## src/rtl/tmds_gearbox_serializer.sv

```systemverilog
// -----------------------------------------------------------------------------
// tmds_gearbox_serializer
//
// Single-clock gearbox between the TMDS symbol encoders and the DDR output
// primitives. Parallel per-lane symbol words enter a small FIFO through a
// valid/ready handshake. Each symbol is then shifted out BITS_PER_CLK bits per
// clock on every lane, alongside a generated link-clock lane. If the FIFO is
// empty when a new word is due, IDLE_WORD is sent on every lane and the
// underrun status is updated.
//
// Ports:
//   clk_pixel_x5   in   serial-rate clock (only clock)
//   reset_n        in   asynchronous active-low reset
//   enable         in   run request; a drop lets the current word finish
//   clear_status   in   zeroes underrun / underrun_count at the next edge
//   in_valid       in   word bundle valid
//   in_ready       out  FIFO can accept a bundle
//   in_data        in   lane i at [i*WORD_WIDTH +: WORD_WIDTH]
//   out_data       out  lane i at [i*BITS_PER_CLK +: BITS_PER_CLK], bit 0 first
//   out_clock      out  clock-lane chunk, same ordering as out_data
//   load_strobe    out  high while out_data carries the first chunk of a word
//   fifo_level     out  entries currently held in the FIFO
//   underrun       out  sticky: a load found the FIFO empty
//   underrun_count out  saturating count of underrun loads
//   state_dbg      out  FSM state (0 = DISABLED, 1 = RUN)
// -----------------------------------------------------------------------------
module tmds_gearbox_serializer #(
    parameter int                    NUM_CHANNELS  = 3,
    parameter int                    WORD_WIDTH    = 10,
    parameter int                    BITS_PER_CLK  = 2,
    parameter int                    FIFO_DEPTH    = 4,
    parameter bit                    MSB_FIRST     = 1'b0,
    parameter logic [WORD_WIDTH-1:0] CLOCK_PATTERN = 10'b0000011111,
    parameter logic [WORD_WIDTH-1:0] IDLE_WORD     = 10'b1101010100
) (
    input  logic                                   clk_pixel_x5,
    input  logic                                   reset_n,
    input  logic                                   enable,
    input  logic                                   clear_status,
    input  logic                                   in_valid,
    output logic                                   in_ready,
    input  logic [NUM_CHANNELS*WORD_WIDTH-1:0]     in_data,
    output logic [NUM_CHANNELS*BITS_PER_CLK-1:0]   out_data,
    output logic [BITS_PER_CLK-1:0]                out_clock,
    output logic                                   load_strobe,
    output logic [$clog2(FIFO_DEPTH+1)-1:0]        fifo_level,
    output logic                                   underrun,
    output logic [15:0]                            underrun_count,
    output logic                                   state_dbg
);

    localparam int SLOTS  = WORD_WIDTH / BITS_PER_CLK;
    localparam int SLOT_W = (SLOTS > 1) ? $clog2(SLOTS) : 1;
    localparam int PTR_W  = $clog2(FIFO_DEPTH);
    localparam int LVL_W  = $clog2(FIFO_DEPTH + 1);
    localparam int BUS_W  = NUM_CHANNELS * WORD_WIDTH;

    localparam logic [SLOT_W-1:0] SLOT_LAST = SLOT_W'(SLOTS - 1);
    localparam logic [PTR_W-1:0]  PTR_LAST  = PTR_W'(FIFO_DEPTH - 1);
    localparam logic [LVL_W-1:0]  LVL_FULL  = LVL_W'(FIFO_DEPTH);

    generate
        if (WORD_WIDTH % BITS_PER_CLK != 0) begin : g_bad_width
            $error("WORD_WIDTH must be a multiple of BITS_PER_CLK");
        end
        if (FIFO_DEPTH < 2) begin : g_bad_depth
            $error("FIFO_DEPTH must be at least 2");
        end
    endgenerate

    typedef enum logic {
        S_DISABLED = 1'b0,
        S_RUN      = 1'b1
    } state_t;

    state_t                 state;
    logic [SLOT_W-1:0]      slot;
    logic [WORD_WIDTH-1:0]  lane_sh [NUM_CHANNELS];
    logic [WORD_WIDTH-1:0]  clk_sh;

    logic [BUS_W-1:0]       fifo_mem [FIFO_DEPTH];
    logic [PTR_W-1:0]       wr_ptr;
    logic [PTR_W-1:0]       rd_ptr;
    logic [BUS_W-1:0]       fifo_head;

    logic at_last;
    logic load_go;
    logic stop_go;
    logic fifo_empty;
    logic push;
    logic pop;
    logic underrun_evt;

    // Handshake: a bundle transfers on a rising edge where in_valid && in_ready.
    // in_ready depends only on the registered level, so a pop in the same cycle
    // does not open a slot; the producer sees ready one cycle after the pop.
    assign in_ready   = (fifo_level != LVL_FULL);
    assign push       = in_valid && in_ready;
    assign fifo_empty = (fifo_level == '0);
    assign fifo_head  = fifo_mem[rd_ptr];

    // A load happens on the enable edge out of DISABLED or at the last slot of
    // a word while still enabled; at the last slot with enable low we stop.
    assign at_last      = (state == S_RUN) && (slot == SLOT_LAST);
    assign load_go      = enable && ((state == S_DISABLED) || at_last);
    assign stop_go      = !enable && at_last;
    assign pop          = load_go && !fifo_empty;
    assign underrun_evt = load_go && fifo_empty;

    assign state_dbg = (state == S_RUN);

    // Shift registers always drain toward bit 0; MSB-first words are stored
    // bit-reversed at load so the same low-bit tap serves both orders.
    function automatic logic [WORD_WIDTH-1:0] order_word(input logic [WORD_WIDTH-1:0] w);
        logic [WORD_WIDTH-1:0] r;
        for (int j = 0; j < WORD_WIDTH; j++) begin
            r[j] = w[WORD_WIDTH-1-j];
        end
        return MSB_FIRST ? r : w;
    endfunction

    function automatic logic [PTR_W-1:0] ptr_inc(input logic [PTR_W-1:0] p);
        return (p == PTR_LAST) ? '0 : p + 1'b1;
    endfunction

    // FIFO storage: no reset needed, validity is tracked by the pointers.
    always_ff @(posedge clk_pixel_x5) begin
        if (push) begin
            fifo_mem[wr_ptr] <= in_data;
        end
    end

    always_ff @(posedge clk_pixel_x5 or negedge reset_n) begin
        if (!reset_n) begin
            wr_ptr     <= '0;
            rd_ptr     <= '0;
            fifo_level <= '0;
        end else begin
            if (push) begin
                wr_ptr <= ptr_inc(wr_ptr);
            end
            if (pop) begin
                rd_ptr <= ptr_inc(rd_ptr);
            end
            if (push && !pop) begin
                fifo_level <= fifo_level + 1'b1;
            end else if (!push && pop) begin
                fifo_level <= fifo_level - 1'b1;
            end
        end
    end

    // Run/disable FSM with the slot counter and lane shift registers.
    always_ff @(posedge clk_pixel_x5 or negedge reset_n) begin
        if (!reset_n) begin
            state       <= S_DISABLED;
            slot        <= '0;
            load_strobe <= 1'b0;
            clk_sh      <= '0;
            for (int i = 0; i < NUM_CHANNELS; i++) begin
                lane_sh[i] <= '0;
            end
        end else if (load_go) begin
            state       <= S_RUN;
            slot        <= '0;
            load_strobe <= 1'b1;
            clk_sh      <= order_word(CLOCK_PATTERN);
            for (int i = 0; i < NUM_CHANNELS; i++) begin
                lane_sh[i] <= order_word(fifo_empty ? IDLE_WORD
                                                    : fifo_head[i*WORD_WIDTH +: WORD_WIDTH]);
            end
        end else if (stop_go) begin
            state       <= S_DISABLED;
            slot        <= '0;
            load_strobe <= 1'b0;
            clk_sh      <= '0;
            for (int i = 0; i < NUM_CHANNELS; i++) begin
                lane_sh[i] <= '0;
            end
        end else if (state == S_RUN) begin
            slot        <= slot + 1'b1;
            load_strobe <= 1'b0;
            clk_sh      <= clk_sh >> BITS_PER_CLK;
            for (int i = 0; i < NUM_CHANNELS; i++) begin
                lane_sh[i] <= lane_sh[i] >> BITS_PER_CLK;
            end
        end else begin
            load_strobe <= 1'b0;
        end
    end

    // Status: an underrun on the same edge as a clear wins and restarts at 1.
    always_ff @(posedge clk_pixel_x5 or negedge reset_n) begin
        if (!reset_n) begin
            underrun       <= 1'b0;
            underrun_count <= '0;
        end else if (underrun_evt) begin
            underrun <= 1'b1;
            if (clear_status) begin
                underrun_count <= 16'd1;
            end else if (underrun_count != 16'hFFFF) begin
                underrun_count <= underrun_count + 16'd1;
            end
        end else if (clear_status) begin
            underrun       <= 1'b0;
            underrun_count <= '0;
        end
    end

    assign out_clock = clk_sh[BITS_PER_CLK-1:0];

    generate
        for (genvar g = 0; g < NUM_CHANNELS; g++) begin : g_out
            assign out_data[g*BITS_PER_CLK +: BITS_PER_CLK] = lane_sh[g][BITS_PER_CLK-1:0];
        end
    endgenerate

endmodule
```

## config.mk

```make
export PLATFORM = sky130hd
export DESIGN_NAME = tmds_gearbox_serializer
export DESIGN_NICKNAME = d
export VERILOG_FILES = /design/src/rtl/tmds_gearbox_serializer.sv
export SDC_FILE = /design/constraint.sdc
export NUM_CORES = 1
export LEC_CHECK = 0
export CAP_MARGIN = 20
export CORE_ASPECT_RATIO = 0.6
export CORE_MARGIN = 1
export CORE_UTILIZATION = 61
export DETAILED_ROUTE_END_ITERATION = 10
export PLACE_DENSITY = 0.84
export SLEW_MARGIN = 20
export SYNTH_ARGS = -nofsm -noshare
export SYNTH_HDL_FRONTEND = slang
export SYNTH_SLANG_ARGS = --single-unit
export TNS_END_PERCENT = 30
```

## constraint.sdc

```tcl
create_clock -name clk_pixel_x5 -period 5.8 [get_ports clk_pixel_x5]
set_clock_uncertainty 0.15 [all_clocks]
set_input_delay 1.45 -clock clk_pixel_x5 [delete_from_list [all_inputs] [get_ports clk_pixel_x5]]
set_output_delay 1.45 -clock clk_pixel_x5 [all_outputs]
set_load 0.02 [all_outputs]
```

==> reports/qor.txt <==
Status: complete, no violations
Min-delay src: lane_sh[28]$_DFFE_PN0P_
DP HPWL: 9120 um
Die width: 144 um
Crit Path Max Fanout: 19
Antenna violations before repair: 1
Initial DRC Count: 421
CP most frequent cell: inv_1
Yosys cell types: 46
Seq/Total Area, Yosys: 70.0%
Cells after Synth: 470
Count of clock tree sinks: 182
CTS buffer count: 17
Unrepaired setup endpoints after global routing: false
Maxcap violations: 0
Drt total wl: 15300 um
Syn_nets: 515
Final nets: 576
Count of cells resized by post-cts repair: 0
Asr flop ratio synth: 34.1%
Worst-Margin Slew: 817 ps
DRT Pass-1 Iters: 5
TritonCTS clock tree: done
Yosys top cell area share: 48.9%
CTS max path bufs: 2
Final Hold Vio Count: 0
IO buf count: 65
PD cells: 464 nW/um^2
H-Tree Depth: 4
Cell taking the most area after synthesis: edfxtp_1
Max Used Layer: met4
Worst-path cell with the longest stage delay: or3_1
Crit path launch type: primary input
Via Count: 4427
Final total power: 4050 uW
Synth area leaders: edfxtp_1, dfrtp_1, mux4_2
Die Y: 87.1 um
Number of core rows: 30
Skew-Pair Late Insertion Delay: 420 ps
Cell Area, Synth: 7370 um^2
Worst R2R Start: fifo_level[0]$_DFFE_PN0P_
Hold Path Class: reg2reg
Peak supply drop: 0.264 mV
Internal cell power: 2770 uW
Worst R2R Path Depth: 8
Yosys warnings: 0
Wire per inst: 21.6 um
Data arrival, critical path: 3910 ps
Slew headroom: 45.1%
Crit Path Class: in2reg
Metal1 wirelength: 6550 um
Placer Congestion: 0.863
Flop pwr share: 47.3%
Largest stage delay, worst path: 650 ps
Hold endpoint: lane_sh[28]$_DFFE_PN0P_
Comb pwr share: 24.7%
Avg Vias per Cell: 6.28
Leakage: 0.00319 uW
Post-synth EDFFs: 120
Post-route minimum period: 3750 ps
GRT Util Overall: 26.7%
Crit. End Element: flip-flop
DRC violations left: 0
Clock Power Share: 28.0%
Die area: 12500 um^2
Post-Route Setup TNS: 0 ps
Area growth syn-to-layout: 18.6%
Net Sw Frac: 31.5%
Top Family by Delay on Critical Path: buffers and inverters
Post-CTS Setup Repair Bufs: 0
Met3 routed WL: 1030 um
WL met2: 7520 um
Io pins: 66
Hold_buf cts: 0
Worst Setup SP: enable
Peak Freq: 266 MHz
Final Setup Violations: 0
Pin count of the biggest net entering global routing: 63
Cell breakdown of the critical path: clkdlybuf4s50_1 -> inv_1 -> or3_1 -> ha_1 -> inv_1 -> fa_1 -> mux2_2
Core area: 11500 um^2
R2R Setup Slk: 2660 ps
Antenna Nets Post-Route: 0
Top_reg_cell synth: edfxtp_1
Total grt overflow: 0
Final Cycle Share: 64.7%
WP data required: 5960 ps
First-pass GRT wire length: 23900 um
Worst r2r dst: fifo_level[2]$_DFFE_PN0P_
Clock root buffer: clkbuf_16
Hold path cells: 2
Share of cells above drive strength 1: 15.1%
P_sw: 1280 uW
Syn avg cell area: 15.7 um^2
FF+latch count, synth: 182
Initial Utilization: 63.9%
Register clock-pin slew on the reported worst setup and hold paths: 60 ps
Vias in the first global route: 4478
Slew Limit Fails: 0
CP bufs+invs: 3
==> worst max path at each step <==
stage                                            to  cells past startpoint  slack (ps)
after global routing      fifo_level[1]$_DFFE_PN0P_                      7        1990
after global placement    fifo_level[1]$_DFFE_PN0P_                      7        1750
after detailed placement  fifo_level[1]$_DFFE_PN0P_                      7        1660
after floorplan           fifo_level[1]$_DFFE_PN0P_                      8        2420
final                     fifo_level[1]$_DFFE_PN0P_                      7        2050
after CTS                 fifo_level[1]$_DFFE_PN0P_                      7        2080
==> cells in the final DEF (no fill, tap or decap), types with 17 or more instances in the layout <==
| cell | instances |
|---|---|
| mux4_2 | 30 |
| clkbuf_16 | 17 |
| nor2_1 | 21 |
| nand2_1 | 19 |
| inv_1 | 26 |
| dfrtp_1 | 61 |
| o21ai_0 | 40 |
| clkdlybuf4s50_1 | 64 |
| edfxtp_1 | 120 |
| a22oi_1 | 24 |
==> cells in the mapped netlist, types with 3 or more instances <==
| cell | count |
|---|---|
| a21oi_1 | 9 |
| a22oi_1 | 24 |
| a311oi_1 | 3 |
| a31oi_1 | 5 |
| and2_1 | 4 |
| and3_1 | 6 |
| buf_1 | 5 |
| buf_2 | 3 |
| buf_4 | 8 |
| clkbuf_1 | 15 |
| dfrtp_1 | 62 |
| edfxtp_1 | 120 |
| ha_1 | 9 |
| inv_1 | 26 |
| mux2_2 | 4 |
| mux4_2 | 30 |
| nand2_1 | 19 |
| nand3_1 | 6 |
| nand4_1 | 4 |
| nor2_1 | 22 |
| nor3_1 | 5 |
| nor4_1 | 3 |
| nor4b_1 | 4 |
| o21ai_0 | 40 |
| o31ai_1 | 4 |
| or3_1 | 3 |
| or4_1 | 4 |
==> through the flow <==
step / instances / util [%] / cell area (um^2) / hold slack (ps) / worst slack [ps]
final: 705 / 75.8 / 8740 / 349 / 2050
after global routing: 704 / 75.8 / 8730 / 393 / 1990
after CTS: 704 / 75.6 / 8720 / 352 / 2080
after detailed placement: 672 / 70.6 / 8130 / 333 / 1660
after global placement: 672 / 70.6 / 8130 / 317 / 1750
after floorplan: 470 / - / 7370 / 300 / 2420
==> tightest hold or removal path, stage by stage, from the launching register on <==
cell and delay (ps):
dfrtp_1 350, nand2_1 50, o21ai_0 60
==> metal layers <==
metal | vias to the layer above | GRT usage [%]
met3 | 14 | 4.78
li1 | 1940 | -
met4 | 0 | 10.1
met5 | - | 0
met1 | 2280 | 37.2
met2 | 193 | 43.0
==> flip-flops by register name, summed over array words and instances (netlist names) <==
register / count
fifo_mem: 120
load_strobe: 1
rd_ptr: 2
out_data: 6
fifo_level: 3
slot: 3
wr_ptr: 2
state_dbg: 1
underrun: 1
underrun_count: 16
clk_sh: 3
lane_sh: 24
==> final cells by class <==
cell class	instances	area (um^2)
flip-flops and latches	182	5160
fillers	680	2790
multi-input cells	231	1990
repair buffers	73	706
clock buffers	17	425
well taps	160	200
clock inverters	15	161
inverters	26	97.6
diodes	1	2.50
==> power groups by stage <==
stage,combinational [uW],clock [uW],sequential (uW)
CTS,1010,1140,1910
global placement,949,0,1910
floorplan,739,0,1830
finish,1000,1130,1920
global route,1080,1190,1950
detailed placement,990,0,1940
==> kinds of logic after synthesis <==
family	synth area share, %
flops	70.0
compound gates	8.00
simple gates	6.59
buf+inv	3.36
mux	9.92
fa+ha+maj	1.80
xor+xnor	0.357
Power figures use the tool's default switching activity.
